<file path="src/rtl/march_patgen_pkg.sv">
// Shared types and the March C- element/op table for march_patgen.
package march_patgen_pkg;

    typedef enum logic [2:0] {M0, M1, M2, M3, M4, M5, DONE} element_t;

    typedef enum logic [1:0] {SOLID, CHECKER, ROW, COL} bg_t;

    typedef struct packed {
        logic rd;   // 1 = read, 0 = write
        logic inv;  // 1 = inverted background
    } op_t;

    typedef struct packed {
        logic two_ops;
        logic down;
        op_t  op0;
        op_t  op1;
    } elem_info_t;

    function automatic elem_info_t elem_info(element_t e);
        elem_info_t info;
        info = '0;
        case (e)
            M0:      info = '{two_ops: 1'b0, down: 1'b0, op0: '{1'b0, 1'b0}, op1: '{1'b0, 1'b0}};
            M1:      info = '{two_ops: 1'b1, down: 1'b0, op0: '{1'b1, 1'b0}, op1: '{1'b0, 1'b1}};
            M2:      info = '{two_ops: 1'b1, down: 1'b0, op0: '{1'b1, 1'b1}, op1: '{1'b0, 1'b0}};
            M3:      info = '{two_ops: 1'b1, down: 1'b1, op0: '{1'b1, 1'b0}, op1: '{1'b0, 1'b1}};
            M4:      info = '{two_ops: 1'b1, down: 1'b1, op0: '{1'b1, 1'b1}, op1: '{1'b0, 1'b0}};
            M5:      info = '{two_ops: 1'b0, down: 1'b1, op0: '{1'b1, 1'b0}, op1: '{1'b0, 1'b0}};
            default: info = '0;
        endcase
        return info;
    endfunction

endpackage

</file>
<file path="src/rtl/march_bg_gen.sv">
// Combinational data-background generator: word depends only on address LSB and background kind.
module march_bg_gen
    import march_patgen_pkg::*;
#(
    parameter int unsigned DATA_WIDTH = 32
) (
    input  logic                  addr0,
    input  bg_t                   bg,
    output logic [DATA_WIDTH-1:0] word
);

    logic [DATA_WIDTH-1:0] odd_bits;

    for (genvar i = 0; i < DATA_WIDTH; i++) begin : g_odd
        assign odd_bits[i] = 1'(i % 2);
    end

    always_comb begin
        word = '0;
        unique case (bg)
            SOLID:   word = '0;
            CHECKER: word = addr0 ? ~odd_bits : odd_bits;
            ROW:     word = {DATA_WIDTH{addr0}};
            COL:     word = odd_bits;
            default: word = '0;
        endcase
    end

endmodule

</file>
<file path="src/rtl/march_patgen.sv">
// March C- pattern generator for SRAM BIST, zero-latency op presentation.
// Define MARCH_PATGEN_BG_SWEEP_EN to sweep all four backgrounds and expose bg_idx.
module march_patgen
    import march_patgen_pkg::*;
#(
    parameter int unsigned ADDR_WIDTH = 8,
    parameter int unsigned DATA_WIDTH = 32,
    parameter int unsigned MASK_WIDTH = 4,
    parameter int unsigned MAX_ADDR   = (1 << ADDR_WIDTH) - 1
) (
    input  logic                  clk,
    input  logic                  rst,
    input  logic                  en,
    input  logic [1:0]            bg_sel,
    output logic [ADDR_WIDTH-1:0] addr,
    output logic [DATA_WIDTH-1:0] data,
    output logic [DATA_WIDTH-1:0] check,
    output logic [MASK_WIDTH-1:0] wmask,
    output logic                  we,
    output logic                  re,
    output logic [2:0]            element,
    output logic                  done
`ifdef MARCH_PATGEN_BG_SWEEP_EN
    ,
    output logic [1:0]            bg_idx
`endif
);

    localparam logic [ADDR_WIDTH-1:0] LAST_ADDR = ADDR_WIDTH'(MAX_ADDR);

    element_t              elem_q;
    logic [ADDR_WIDTH-1:0] addr_q;
    logic                  op_q;
    bg_t                   bg_q;

    elem_info_t            info;
    element_t              next_elem;
    logic                  next_down;
    logic                  last_addr;
    op_t                   cur_op;
    logic [DATA_WIDTH-1:0] bg_word;
    logic [DATA_WIDTH-1:0] pat;

    always_comb begin
        info      = elem_info(elem_q);
        next_elem = element_t'(elem_q + 3'd1);
        next_down = elem_info(next_elem).down;
        last_addr = info.down ? (addr_q == '0) : (addr_q == LAST_ADDR);
        cur_op    = op_q ? info.op1 : info.op0;
    end

    always_ff @(posedge clk) begin
        if (rst) begin
            elem_q <= M0;
            addr_q <= '0;
            op_q   <= 1'b0;
`ifdef MARCH_PATGEN_BG_SWEEP_EN
            bg_q   <= SOLID;
`else
            bg_q   <= bg_t'(bg_sel);
`endif
        end else if (en && elem_q != DONE) begin
            if (info.two_ops && !op_q) begin
                op_q <= 1'b1;
            end else begin
                op_q <= 1'b0;
                if (!last_addr) begin
                    addr_q <= info.down ? addr_q - ADDR_WIDTH'(1) : addr_q + ADDR_WIDTH'(1);
                end else if (elem_q == M5) begin
                    addr_q <= '0;
`ifdef MARCH_PATGEN_BG_SWEEP_EN
                    if (bg_q != COL) begin
                        bg_q   <= bg_t'(bg_q + 2'd1);
                        elem_q <= M0;
                    end else begin
                        elem_q <= DONE;
                    end
`else
                    elem_q <= DONE;
`endif
                end else begin
                    elem_q <= next_elem;
                    addr_q <= next_down ? LAST_ADDR : '0;
                end
            end
        end
    end

    march_bg_gen #(
        .DATA_WIDTH(DATA_WIDTH)
    ) u_bg_gen (
        .addr0(addr_q[0]),
        .bg   (bg_q),
        .word (bg_word)
    );

    // DONE decodes to an all-zero op table entry, so only done gates we/re.
    always_comb begin
        pat     = cur_op.inv ? ~bg_word : bg_word;
        done    = (elem_q == DONE);
        we      = !done && !cur_op.rd;
        re      = !done && cur_op.rd;
        data    = we ? pat : '0;
        check   = re ? pat : '0;
        addr    = addr_q;
        element = elem_q;
        wmask   = '1;
    end

`ifdef MARCH_PATGEN_BG_SWEEP_EN
    assign bg_idx = bg_q;
    logic unused_bg_sel;
    assign unused_bg_sel = ^bg_sel;
`endif

endmodule

</file>
<file path="config.mk">
export PLATFORM = sky130hd
export DESIGN_NAME = march_patgen
export DESIGN_NICKNAME = d
export VERILOG_FILES = /design/src/rtl/march_patgen_pkg.sv /design/src/rtl/march_bg_gen.sv /design/src/rtl/march_patgen.sv
export SDC_FILE = /design/constraint.sdc
export NUM_CORES = 1
export LEC_CHECK = 0
export CORE_MARGIN = 4
export CORE_UTILIZATION = 44
export DETAILED_ROUTE_END_ITERATION = 6
export GPL_TIMING_DRIVEN = 0
export PLACE_DENSITY = 0.91
export SYNTH_ARGS = -nofsm -noshare
export SYNTH_HDL_FRONTEND = slang
export SYNTH_SLANG_ARGS = --single-unit
</file>
<file path="constraint.sdc">
create_clock -name clk -period 7.33 [get_ports clk]
set_input_delay 0.733 -clock clk [delete_from_list [all_inputs] [get_ports clk]]
set_output_delay 0.733 -clock clk [all_outputs]
set_load 0.02 [all_outputs]
</file>
==> impl_metrics.env <==
export IMPL_drt_iter0_drc=135
export IMPL_hpwl_microns=3730
export IMPL_start_util=0.466
export IMPL_grt_pass1_wl_microns=8000
export IMPL_crit_type="reg2out"
export IMPL_grt_pass1_vias=1530
export IMPL_endpoint_kind="output pin"
export IMPL_grt_setup_unrepaired="false"
export IMPL_clock_sinks=14
export IMPL_grt_max_degree=17
export IMPL_final_hold_viol_count=0
export IMPL_vdd_drop_max_mv=0.0730
export IMPL_synth_seq_cells=14
export IMPL_synth_top_area_share=0.278
export IMPL_path_clk_slew_ps=60
export IMPL_synthToLayoutAreaGrowth_pct=53.9
export IMPL_fp_coreArea_sq_mm=0.00377
export IMPL_worstPathMaxFanout=16
export IMPL_cts_max_level=1
export IMPL_reg2reg_slack_ps=4160
export IMPL_yosys_top_cells_area="buf_4 28%, dfxtp_1 14%, ha_1 5.0%, edfxtp_1 3.4%, nor2_1 3.2%"
export IMPL_startpoint_type="register"
export IMPL_r2r_cells=11
export IMPL_relSlewSlack=0.381
export IMPL_insertedDiodeCount=0
export IMPL_fin_worst_skew_ps=2.22
export IMPL_clock_path_buffers=2
export IMPL_multiInputGateArea_sq_um=847
export IMPL_max_cap_viol_count=0
export IMPL_wirelength_microns=4940
export IMPL_die_w_microns=71.2
export IMPL_viasPerCell=4.98
export IMPL_post_cts_buffers=0
export IMPL_syn_inst=215
export IMPL_setup_tns_ps=0
export IMPL_cts_resized=0
export IMPL_ys_warn_count=0
export IMPL_power_density_mw_per_mm2=105
export IMPL_status="finished clean"
export IMPL_synth_edff_count=2
export IMPL_p_total_mw=0.283
export IMPL_ys_async_sr_fraction=0
export IMPL_clk_latency_ps=250
export IMPL_synth_cell_type_count=54
export IMPL_rows=22
export IMPL_dr_pass1_iters=4
export IMPL_synthFlopType="dfxtp_1"
export IMPL_cts_tree="built"
export IMPL_synth_cell_area_sq_mm=0.00176
export IMPL_finalCritPeriodShare=0.554
export IMPL_die_area_sq_mm=0.00507
export IMPL_avgSynthCellArea_sq_um=8.17
export IMPL_hold_buffers=0
export IMPL_io_pins=87
export IMPL_period_minus_slack_ps=4060
export IMPL_min_path_type="reg2reg"
export IMPL_grt_use_total=0.193
export IMPL_critPathRequiredTime_ps=6600
export IMPL_drc=0
export IMPL_drive_gt1_frac=0.299
export IMPL_slew_violations=0
export IMPL_synth_top_area_cell="buf_4"
export IMPL_vias=1754
export IMPL_die_y_microns=71.2
export IMPL_antenna_found_initial=0
export IMPL_crit_arrival_ps=3330
export IMPL_finalSetupViolCount=0
export IMPL_synth_seq_area_share=0.171
export IMPL_port_buffers=82
export IMPL_cts_made_buffers=3
export IMPL_fmax_mhz=246
export IMPL_seqCellArea_sq_um=300
export IMPL_grt_overflow=0
export IMPL_leakage_nw=1.12
export IMPL_gp_congestion=0.874
export IMPL_fin_nets=317
export IMPL_cts_root_buf="clkbuf_8"
export IMPL_tightest_slew_ps=925
export IMPL_hold_depth=2
export IMPL_n_fill_cell=288
export IMPL_ant_nets=0
export IMPL_wire_per_inst_microns=14.0
==> placed cells by master (no fill, tap or decap), types with 2 or more instances in the layout <==
cell type	netlist	routed
nor2b_1	3	3
edfxtp_1	2	2
nand2_1	8	8
nand3_1	3	3
o41ai_1	2	2
o211ai_1	4	4
buf_4	65	65
clkbuf_1	4	4
nor2_1	15	15
or4_1	3	3
nand3b_1	2	2
dfxtp_1	12	12
clkdlybuf4s50_1	0	82
inv_1	7	7
or4b_2	3	3
o21ai_0	6	6
mux2i_1	4	4
a311oi_1	3	3
conb_1	1	4
ha_1	7	7
clkbuf_8	3	7
nand4_1	5	5
o21bai_1	2	2
a2111oi_0	3	3
or3_1	4	4
xor2_1	3	3
nor3_1	4	4
buf_6	3	3
a21oi_1	8	8
==> flip-flops by register name, summed over array words and instances (netlist names) <==
signal / flops
addr: 8
element: 3
bg_q: 2
op_q: 1
==> through the flow <==
| step | setup WS, ps | instance area [sq um] | utilization | std cells | hold WS (ps) |
|---|---|---|---|---|---|
| floorplan | 4000 | 1770 | - | 218 | 567 |
| global placement | 3600 | 2650 | 0.702 | 348 | 570 |
| detailed placement | 3520 | 2650 | 0.702 | 348 | 573 |
| CTS | 3220 | 2700 | 0.717 | 352 | 585 |
| global route | 3000 | 2700 | 0.717 | 352 | 647 |
| finish | 3270 | 2700 | 0.717 | 352 | 585 |
==> where the power goes <==
part	internal (mW)	switching, mW
registers	0.0804	0.00228
logic	0.0646	0.0570
clock network	0.0477	0.0308
==> critical path, cell delays in order (launching register included) <==
cell             delay, ps
dfxtp_1                460
inv_1                  120
ha_1                   300
and2_1                 220
or3_1                  400
nor2_1                 730
buf_4                  230
clkdlybuf4s50_1        620
==> layout make-up <==
type,count,share of cell area
Buffer,77,0.220
Clock buffer,4,0.0204
Inverter,7,0.00972
Multi-Input combinational cell,120,0.313
Sequential cell,14,0.111
Tap cell,48,0.0222
Timing Repair Buffer,82,0.304
==> worst paths after layout <==
| path | startpoint | end |
|---|---|---|
| max | element[0] | check[18] |
| min | element[1] | element[1] |
| max reg2reg | element[1] | addr[6] |
| min reg2reg | element[1] | element[1] |
==> synthesized netlist by cell type (3+ instances only) <==
| master | instances |
|---|---|
| o211ai_1 | 4 |
| clkbuf_1 | 4 |
| nand3_1 | 3 |
| mux2i_1 | 4 |
| or4_1 | 3 |
| o21ai_0 | 6 |
| nor2_1 | 15 |
| nor3_1 | 4 |
| dfxtp_1 | 12 |
| a2111oi_0 | 3 |
| clkbuf_8 | 3 |
| or3_1 | 4 |
| inv_1 | 7 |
| nand2_1 | 8 |
| or4b_2 | 3 |
| buf_4 | 65 |
| xor2_1 | 3 |
| nor2b_1 | 3 |
| a21oi_1 | 8 |
| nand4_1 | 5 |
| ha_1 | 7 |
| a311oi_1 | 3 |
| buf_6 | 3 |
==> kinds of logic (layout without fill, tap and decap cells) <==
logic type	Yosys count	after routing	share of synthesized area
compound gates	40	40	0.181
fa+ha+maj	7	7	0.0499
simple gates	60	60	0.194
other cells	1	4	0.00213
buf+inv	84	170	0.353
mux	5	5	0.0292
xor+xnor	4	4	0.0199
flops	14	14	0.171
==> metal layers <==
layer	global-route usage	routed length [microns]	up-vias
li1	-	-	870
met1	0.239	1870	780
met2	0.344	2550	93
met3	0.0241	418	11
met4	0.0564	102	0
met5	0	0	-
No activity file was read; power rests on OpenSTA's default activity.
